--- config.mk ---
export PLATFORM = sky130hd
export DESIGN_NAME = tnet_tx_framer
export DESIGN_NICKNAME = d
export VERILOG_FILES = /design/src/rtl/tnet_pkg.sv /design/src/rtl/tnet_msg_fifo.sv /design/src/rtl/tnet_tx_framer.sv
export SDC_FILE = /design/constraint.sdc
export NUM_CORES = 1
export LEC_CHECK = 0
export ABC_AREA = 0
export CORE_ASPECT_RATIO = 0.75
export CORE_MARGIN = 3
export CORE_UTILIZATION = 40
export CTS_BUF_LIST = sky130_fd_sc_hd__clkbuf_8 sky130_fd_sc_hd__clkbuf_16
export CTS_CLUSTER_DIAMETER = 60
export DETAILED_ROUTE_END_ITERATION = 6
export HOLD_SLACK_MARGIN = 0.03
export PLACE_DENSITY = 0.64
export SLEW_MARGIN = 20
export SYNTH_ARGS = -nofsm -noshare
export SYNTH_HDL_FRONTEND = slang
export SYNTH_SLANG_ARGS = --single-unit
export TNS_END_PERCENT = 1
--- constraint.sdc ---
create_clock -name c_clk_i -period 13.3 [get_ports c_clk_i]
set_input_delay 2.66 -clock c_clk_i [delete_from_list [all_inputs] [get_ports c_clk_i]]
set_output_delay 2.66 -clock c_clk_i [all_outputs]
set_load 0.03 [all_outputs]
--- src/rtl/tnet_pkg.sv ---
// Shared types and beat-field positions for the tnet TX framer.
// Defines the message record, FSM states and the header-beat builder.
package tnet_pkg;

    localparam logic [7:0] TNET_SOF = 8'hC5;

    localparam int BEAT_W      = 64;
    localparam int B0_SOF_LSB  = 56;
    localparam int B0_DST_LSB  = 48;
    localparam int B0_SRC_LSB  = 40;
    localparam int B0_OP_LSB   = 35;
    localparam int B0_SEQ_LSB  = 16;

    typedef enum logic [1:0] {
        IDLE = 2'd0,
        B0   = 2'd1,
        B1   = 2'd2,
        B2   = 2'd3
    } tnet_tx_st_t;

    typedef struct packed {
        logic [4:0]  op;
        logic [7:0]  dst;
        logic [31:0] dt1;
        logic [31:0] dt2;
        logic [31:0] dt3;
    } tnet_msg_t;

    // Header beat: SOF | dst | src | op,3'b0 | seq | 16'h0
    function automatic logic [BEAT_W-1:0] tnet_beat0(
        input logic [7:0]  dst,
        input logic [7:0]  src,
        input logic [4:0]  op,
        input logic [15:0] seq
    );
        logic [BEAT_W-1:0] b;
        b = '0;
        b[B0_SOF_LSB +: 8]  = TNET_SOF;
        b[B0_DST_LSB +: 8]  = dst;
        b[B0_SRC_LSB +: 8]  = src;
        b[B0_OP_LSB  +: 5]  = op;
        b[B0_SEQ_LSB +: 16] = seq;
        return b;
    endfunction

endpackage

--- src/rtl/tnet_msg_fifo.sv ---
// Purpose: first-word-fall-through queue of tnet messages, depth 2**FIFO_AW.
// Latency: a push is visible at the head (empty=0) the cycle after the write.
// Backpressure: full is based on current occupancy; a same-cycle pop does not admit a push.
module tnet_msg_fifo
    import tnet_pkg::*;
#(
    parameter int FIFO_AW = 2
) (
    input  logic      clk,
    input  logic      rst_n,
    input  logic      push,
    input  tnet_msg_t push_dat,
    input  logic      pop,
    output tnet_msg_t pop_dat,
    output logic      full,
    output logic      empty
);

    localparam int DEPTH = 2 ** FIFO_AW;

    tnet_msg_t            mem_q [DEPTH];
    logic [FIFO_AW-1:0]   wr_ptr_q, wr_ptr_d;
    logic [FIFO_AW-1:0]   rd_ptr_q, rd_ptr_d;
    logic [FIFO_AW:0]     cnt_q, cnt_d;
    logic                 do_push;
    logic                 do_pop;

    assign full    = (cnt_q == (FIFO_AW+1)'(DEPTH));
    assign empty   = (cnt_q == '0);
    assign pop_dat = mem_q[rd_ptr_q];

    always_comb begin
        do_push  = push && !full;
        do_pop   = pop && !empty;
        wr_ptr_d = wr_ptr_q + FIFO_AW'(do_push);
        rd_ptr_d = rd_ptr_q + FIFO_AW'(do_pop);
        cnt_d    = cnt_q + (FIFO_AW+1)'(do_push) - (FIFO_AW+1)'(do_pop);
    end

    always_ff @(posedge clk or negedge rst_n) begin
        if (!rst_n) begin
            wr_ptr_q <= '0;
            rd_ptr_q <= '0;
            cnt_q    <= '0;
        end else begin
            wr_ptr_q <= wr_ptr_d;
            rd_ptr_q <= rd_ptr_d;
            cnt_q    <= cnt_d;
        end
    end

    // Storage needs no reset: occupancy alone defines which entries are live.
    always_ff @(posedge clk) begin
        if (do_push) begin
            mem_q[wr_ptr_q] <= push_dat;
        end
    end

endmodule

--- src/rtl/tnet_tx_framer.sv ---
// Purpose: queue tproc messages and emit each as a 3-beat AXI-Stream frame (optional tail XOR: TNET_TX_CHECKSUM_EN).
// Latency: push into empty queue at cycle N -> tvalid at N+2; back-to-back frames without idle beats.
// Backpressure: beats held on !tready; msg_rdy_o drops when the 2**FIFO_AW-entry queue is full.
module tnet_tx_framer
    import tnet_pkg::*;
#(
    parameter int FIFO_AW = 2
) (
    input  logic        c_clk_i,
    input  logic        c_rst_ni,
    input  logic        channel_up_i,
    input  logic [7:0]  src_id_i,
    input  logic        msg_vld_i,
    output logic        msg_rdy_o,
    input  logic [4:0]  msg_op_i,
    input  logic [7:0]  msg_dst_i,
    input  logic [31:0] msg_dt1_i,
    input  logic [31:0] msg_dt2_i,
    input  logic [31:0] msg_dt3_i,
    output logic [63:0] m_axis_tdata_o,
    output logic        m_axis_tvalid_o,
    output logic        m_axis_tlast_o,
    input  logic        m_axis_tready_i,
    output logic [15:0] seq_o,
    output logic [31:0] frame_cnt_o,
    output logic        busy_o
);

    tnet_msg_t   push_msg;
    tnet_msg_t   head_msg;
    logic        fifo_full;
    logic        fifo_empty;
    logic        msg_push;
    logic        fifo_pop;

    tnet_tx_st_t st_q, st_d;
    tnet_msg_t   frm_q, frm_d;
    logic [7:0]  src_q, src_d;
    logic [15:0] seq_q, seq_d;
    logic [31:0] cnt_q, cnt_d;
    logic        rdy_en_q, rdy_en_d;

    logic        beat_hs;
    logic        can_start;
    logic [63:0] beat0;
    logic [31:0] tail;

    assign push_msg = '{op:  msg_op_i,
                        dst: msg_dst_i,
                        dt1: msg_dt1_i,
                        dt2: msg_dt2_i,
                        dt3: msg_dt3_i};

    // rdy_en_q keeps msg_rdy_o low while reset is asserted.
    assign msg_rdy_o = rdy_en_q && !fifo_full;
    assign msg_push  = msg_vld_i && msg_rdy_o;

    tnet_msg_fifo #(
        .FIFO_AW (FIFO_AW)
    ) u_fifo (
        .clk      (c_clk_i),
        .rst_n    (c_rst_ni),
        .push     (msg_push),
        .push_dat (push_msg),
        .pop      (fifo_pop),
        .pop_dat  (head_msg),
        .full     (fifo_full),
        .empty    (fifo_empty)
    );

    always_comb begin
        beat_hs   = (st_q != IDLE) && m_axis_tready_i;
        can_start = !fifo_empty && channel_up_i;
        fifo_pop  = 1'b0;
        rdy_en_d  = 1'b1;
        st_d      = st_q;
        frm_d     = frm_q;
        src_d     = src_q;
        seq_d     = seq_q;
        cnt_d     = cnt_q;

        case (st_q)
            IDLE: begin
                if (can_start) begin
                    st_d     = B0;
                    fifo_pop = 1'b1;
                end
            end
            B0: begin
                if (beat_hs) st_d = B1;
            end
            B1: begin
                if (beat_hs) st_d = B2;
            end
            B2: begin
                if (beat_hs) begin
                    seq_d = seq_q + 16'd1;
                    cnt_d = cnt_q + 32'd1;
                    if (can_start) begin
                        st_d     = B0;
                        fifo_pop = 1'b1;
                    end else begin
                        st_d = IDLE;
                    end
                end
            end
            default: st_d = IDLE;
        endcase

        if (fifo_pop) begin
            frm_d = head_msg;
            src_d = src_id_i;
        end
    end

    always_ff @(posedge c_clk_i or negedge c_rst_ni) begin
        if (!c_rst_ni) begin
            st_q     <= IDLE;
            frm_q    <= '0;
            src_q    <= '0;
            seq_q    <= '0;
            cnt_q    <= '0;
            rdy_en_q <= 1'b0;
        end else begin
            st_q     <= st_d;
            frm_q    <= frm_d;
            src_q    <= src_d;
            seq_q    <= seq_d;
            cnt_q    <= cnt_d;
            rdy_en_q <= rdy_en_d;
        end
    end

    // seq_q only moves on the final beat, so it is the frame's own seq in every beat.
    assign beat0 = tnet_beat0(frm_q.dst, src_q, frm_q.op, seq_q);

`ifdef TNET_TX_CHECKSUM_EN
    assign tail = beat0[63:32] ^ beat0[31:0] ^ frm_q.dt1 ^ frm_q.dt2 ^ frm_q.dt3;
`else
    assign tail = 32'h0000_0000;
`endif

    always_comb begin
        case (st_q)
            B0:      m_axis_tdata_o = beat0;
            B1:      m_axis_tdata_o = {frm_q.dt1, frm_q.dt2};
            B2:      m_axis_tdata_o = {frm_q.dt3, tail};
            default: m_axis_tdata_o = '0;
        endcase
    end

    assign m_axis_tvalid_o = (st_q != IDLE);
    assign m_axis_tlast_o  = (st_q == B2);
    assign seq_o           = seq_q;
    assign frame_cnt_o     = cnt_q;
    assign busy_o          = (st_q != IDLE) || !fifo_empty;

endmodule

==> results.md <==
• 1.118 ns — Tightest Pin Transition
• 0.06 ns — clk slew on worst S/H paths
• 216.6 um — Vert. Die Dim
• 2272 — non-filler cells in the finished layout
• 0.4793 ns — final-layout worst hold slack
• 52.88 mm — drt total wl
• sky130_fd_sc_hd__ha_2 — slowest cell on the critical path
• 0.2379 — share of layout cells above drive strength 1
• 10.12 nW — Pleak
• sky130_fd_sc_hd__edfxtp_1 — Main synth FF type
• 0.7388 — register area share after synthesis
• 80.74 mm — wire length of the first global-routing pass
• 0.7501 — GPL Wtd Cong
• 0.1719 — Tot GR Track Use
• 0.01710 ns — Final Skew
• 875 — DR iter-0 viols
• 0 — Yosys warnings
• 436 — count of flip-flops with a built-in enable after synthesis
• st_q[1]$_DFFE_PN0P_ — worst reg2reg path startpoint
• 0.4973 — final core area utilization
• 0.4084 — effective utilization at floorplan
• reg -> out — crit path kind
• 4.275 mW — internal power component
• 0 — # Post-CTS Setup Buffers
• 5.287 — routed via count divided by cell count
• 238 — io pins
• 214.9 nW/um2 — Cell Pwr Density
• 0.62 ns — clock latency on the worst-skew pair
• 611 — Sink Count
• 46 — Yosys cell types
• frm_q[43]$_DFFE_PN0N_ — endpoint of the worst hold path
• 286.8 um — width of the chip
• yes — TritonCTS clock tree
• inv_1, ha_2, nor2b_4, a22o_1, clkdlybuf4s50_1 — cell chain of the critical path
• 0 — endpoints failing hold
• frm_q[63]$_DFFE_PN0N_ — reg-to-reg critical path endpoint
• 23650 um2 — Netlist Area Pre-Place
• 9.08 ns — Register-to-Register Setup Slack
• 1 — number of stages on the worst hold path
• 0 — total of max-cap violations
• 57910 um2 — area of the core
• frm_q[43]$_DFFE_PN0N_ — Hold Path Origin
• 5 — critical path depth
• 4714 — Filler Cells Inserted
• 1.914 mW — net load switching power
• 30.97 mm — HPWL after detailed placement
• 6.189 mW — Power, Total
• 4.05 ns — Arrival @ worst endpoint
• 0.299 — Logic pwr share
• reg -> reg — Min-Delay Path Class
• 126.1 uV — VDD IR max
• 1573 — final-stage net count
• 0.429 — sequential share of power
• 19.72 um2 — mean instance size in the synthesized netlist
• 0.5044 — crit share post-route
• 10.64 ns — required time at the worst-slack endpoint
• 23.28 um — drt wl/cell
• 6.591 ns — final worst slack
• 0 — number of setup violations in the final report
• 0.272 — clock power share
• 1332 — synthesized net count
• 149.1 MHz — maximum clock rate
• 1199 — cell count after synthesis
• 611 — FF+latch count, synth
• sky130_fd_sc_hd__clkbuf_16 — buffer type at the clock tree root
• 8 — Reg2Reg Depth
• 0.2550 — worst slew margin relative to its limit
• adder cells — largest delay contributor family on the critical path
• 26780 um2 — placed cell areas
• 6.709 ns — time the final worst path needs with I/O delays and setup
• 0.2864 — Post-synth ARST share
• 0 — aggregate global routing overflow
• 2158 — instance count after placement with tap cells included
• 0 — number of gates given a new drive strength after cts
• 7.219 ns — worst setup slack after placement
• 12010 — via count
• 0 — post-detailed-route DRC marker count
• 28800 um2 — total non-filler cell area in the finished layout
• 0 — Antenna Cells
• output port — category of the worst setup path capture point
• 0.3092 — switching power share of the total
• 76 — Row Count
• 12810 — number of global-route vias before repair
• 60 — number of CTS-inserted buffers
• 89 — maximum number of pins on one net before global-route repair
• 0 — hold buffers post-CTS
• 0 — Slew Limit Fails
• 237 — input/output buffers
• 3 — maximum root-to-sink buffer count
• complete, no violations — outcome
• 0 — post-route antenna net violation count
• 2 — H-tree levels
• 0 ns — setup tns final
• st_q[0]$_DFFE_PN0P_ — CP Launch Point
• false — setup repair after global routing missed its margin
• flop — type of element launching the critical path
• 2 — buffer and inverter count on the worst path
• 34 — largest driver fanout on the critical path
• 62110 um2 — die area
• 4 — number of antenna violations at the first check in global routing
• 21.78% — growth of design area from synthesis to finish
• 5 — Pre-antenna DRT Iters
• 0.93 ns — critical path's largest stage delay
## logic make-up after synthesis
kind of cell,count (synthesis),share of synthesized area
multiplexers,227,0.1600
XOR/XNOR,50,0.01852
AND/OR/NAND/NOR,147,0.03450
adder cells (fa/ha/maj),11,0.006137
flip-flops,611,0.7388
AO/OA/AOI/OAI,60,0.02164
buffers and inverters,92,0.02026
other,1,0.0001586
## how the worst max path moves through the flow
stage | to | slack (ns)
after floorplan | u_fifo.mem_q[2][0]$_DFFE_PP_ | 1.88
after global placement | u_fifo.mem_q[1][63]$_DFFE_PP_ | 7.26
after detailed placement | u_fifo.mem_q[1][6]$_DFFE_PP_ | 7.22
after CTS | m_axis_tdata_o[30] | 6.57
after global routing | m_axis_tdata_o[30] | 6.35
final | m_axis_tdata_o[30] | 6.59
## cell type report
| type | instances | area, um2 | area share |
|---|---|---|---|
| Inverter | 15 | 56.30 | 0.001955 |
| Sequential cell | 611 | 17480 | 0.6069 |
| Clock buffer | 69 | 1625 | 0.05644 |
| Multi-Input combinational cell | 496 | 5767 | 0.2002 |
| Timing Repair Buffer | 256 | 2519 | 0.08746 |
| Clock inverter | 45 | 376.6 | 0.01308 |
| Tap cell | 780 | 975.9 | 0.03389 |
## state kept, by name, summed over array words and instances, names as in the netlist
signal	flops
u_fifo.rd_ptr_q	2
u_fifo.cnt_q	3
beat0	13
frm_q	96
rdy_en_q	1
u_fifo.mem_q	436
st_q	2
u_fifo.wr_ptr_q	2
seq_o	16
src_q	8
frame_cnt_o	32
## synthesized netlist by cell type (11+ instances only)
| cell type | n | area share |
|---|---|---|
| sky130_fd_sc_hd__edfxtp_1 | 436 | 0.55 |
| sky130_fd_sc_hd__dfrtp_1 | 175 | 0.19 |
| sky130_fd_sc_hd__mux2_2 | 116 | 0.055 |
| sky130_fd_sc_hd__mux4_2 | 109 | 0.10 |
| sky130_fd_sc_hd__nor2_1 | 41 | 0.0065 |
| sky130_fd_sc_hd__xnor2_1 | 37 | 0.014 |
| sky130_fd_sc_hd__clkbuf_1 | 30 | 0.0048 |
| sky130_fd_sc_hd__buf_2 | 23 | 0.0049 |
| sky130_fd_sc_hd__a222oi_1 | 21 | 0.0089 |
| sky130_fd_sc_hd__nand2_1 | 20 | 0.0032 |
| sky130_fd_sc_hd__nand4_1 | 20 | 0.0053 |
| sky130_fd_sc_hd__and2_1 | 19 | 0.0050 |
| sky130_fd_sc_hd__buf_4 | 18 | 0.0057 |
| sky130_fd_sc_hd__a22o_1 | 16 | 0.0059 |
| sky130_fd_sc_hd__inv_1 | 15 | 0.0024 |
| sky130_fd_sc_hd__xor2_1 | 13 | 0.0048 |
| sky130_fd_sc_hd__nand3_1 | 12 | 0.0025 |
| sky130_fd_sc_hd__a22oi_1 | 11 | 0.0035 |
## layer usage
layer | part of all wire | track usage | up-vias | wire, um
li1 | - | - | 5242 | -
met1 | 0.45 | 0.2458 | 6396 | 23740
met2 | 0.47 | 0.2748 | 295 | 25110
met3 | 0.059 | 0.03554 | 74 | 3106
met4 | 0.017 | 0.03630 | 6 | 887
met5 | 0.00087 | 0 | - | 46
## power groups by stage
stage	sequential, mW	clock, mW	combinational (mW)
6_report	2.65	1.68	1.85
2_1_floorplan	2.59	0	1.33
3_5_place_dp	2.70	0	1.88
3_3_place_gp	2.69	0	1.86
5_1_grt	2.70	1.82	1.99
4_1_cts	2.66	1.74	1.89
## layout by cell type, fill, tap and decap left out, types with 2 or more instances in the layout
master / instances
sky130_fd_sc_hd__nor2_1: 40
sky130_fd_sc_hd__and2_1: 19
sky130_fd_sc_hd__a22oi_1: 11
sky130_fd_sc_hd__mux4_2: 109
sky130_fd_sc_hd__clkinv_2: 8
sky130_fd_sc_hd__clkinvlp_4: 2
sky130_fd_sc_hd__mux2_1: 2
sky130_fd_sc_hd__nand3_1: 12
sky130_fd_sc_hd__a22o_1: 16
sky130_fd_sc_hd__nand4_1: 20
sky130_fd_sc_hd__ha_1: 7
sky130_fd_sc_hd__edfxtp_1: 436
sky130_fd_sc_hd__dfrtp_4: 2
sky130_fd_sc_hd__nor3_2: 3
sky130_fd_sc_hd__a21oi_1: 6
sky130_fd_sc_hd__dfrtp_1: 173
sky130_fd_sc_hd__xor2_1: 13
sky130_fd_sc_hd__inv_6: 2
sky130_fd_sc_hd__clkinv_4: 2
sky130_fd_sc_hd__ha_2: 2
sky130_fd_sc_hd__and4_1: 4
sky130_fd_sc_hd__and3_1: 8
sky130_fd_sc_hd__nor4_1: 2
sky130_fd_sc_hd__clkdlybuf4s50_1: 236
sky130_fd_sc_hd__bufinv_16: 5
sky130_fd_sc_hd__nor4_4: 2
sky130_fd_sc_hd__clkinv_1: 3
sky130_fd_sc_hd__nor3_1: 5
sky130_fd_sc_hd__inv_1: 36
sky130_fd_sc_hd__clkbuf_16: 60
sky130_fd_sc_hd__nand2_1: 20
sky130_fd_sc_hd__mux2_2: 116
sky130_fd_sc_hd__a222oi_1: 21
sky130_fd_sc_hd__xnor2_1: 37
sky130_fd_sc_hd__buf_4: 19
sky130_fd_sc_hd__clkbuf_8: 10
No activity file was read; power rests on OpenSTA's default activity.
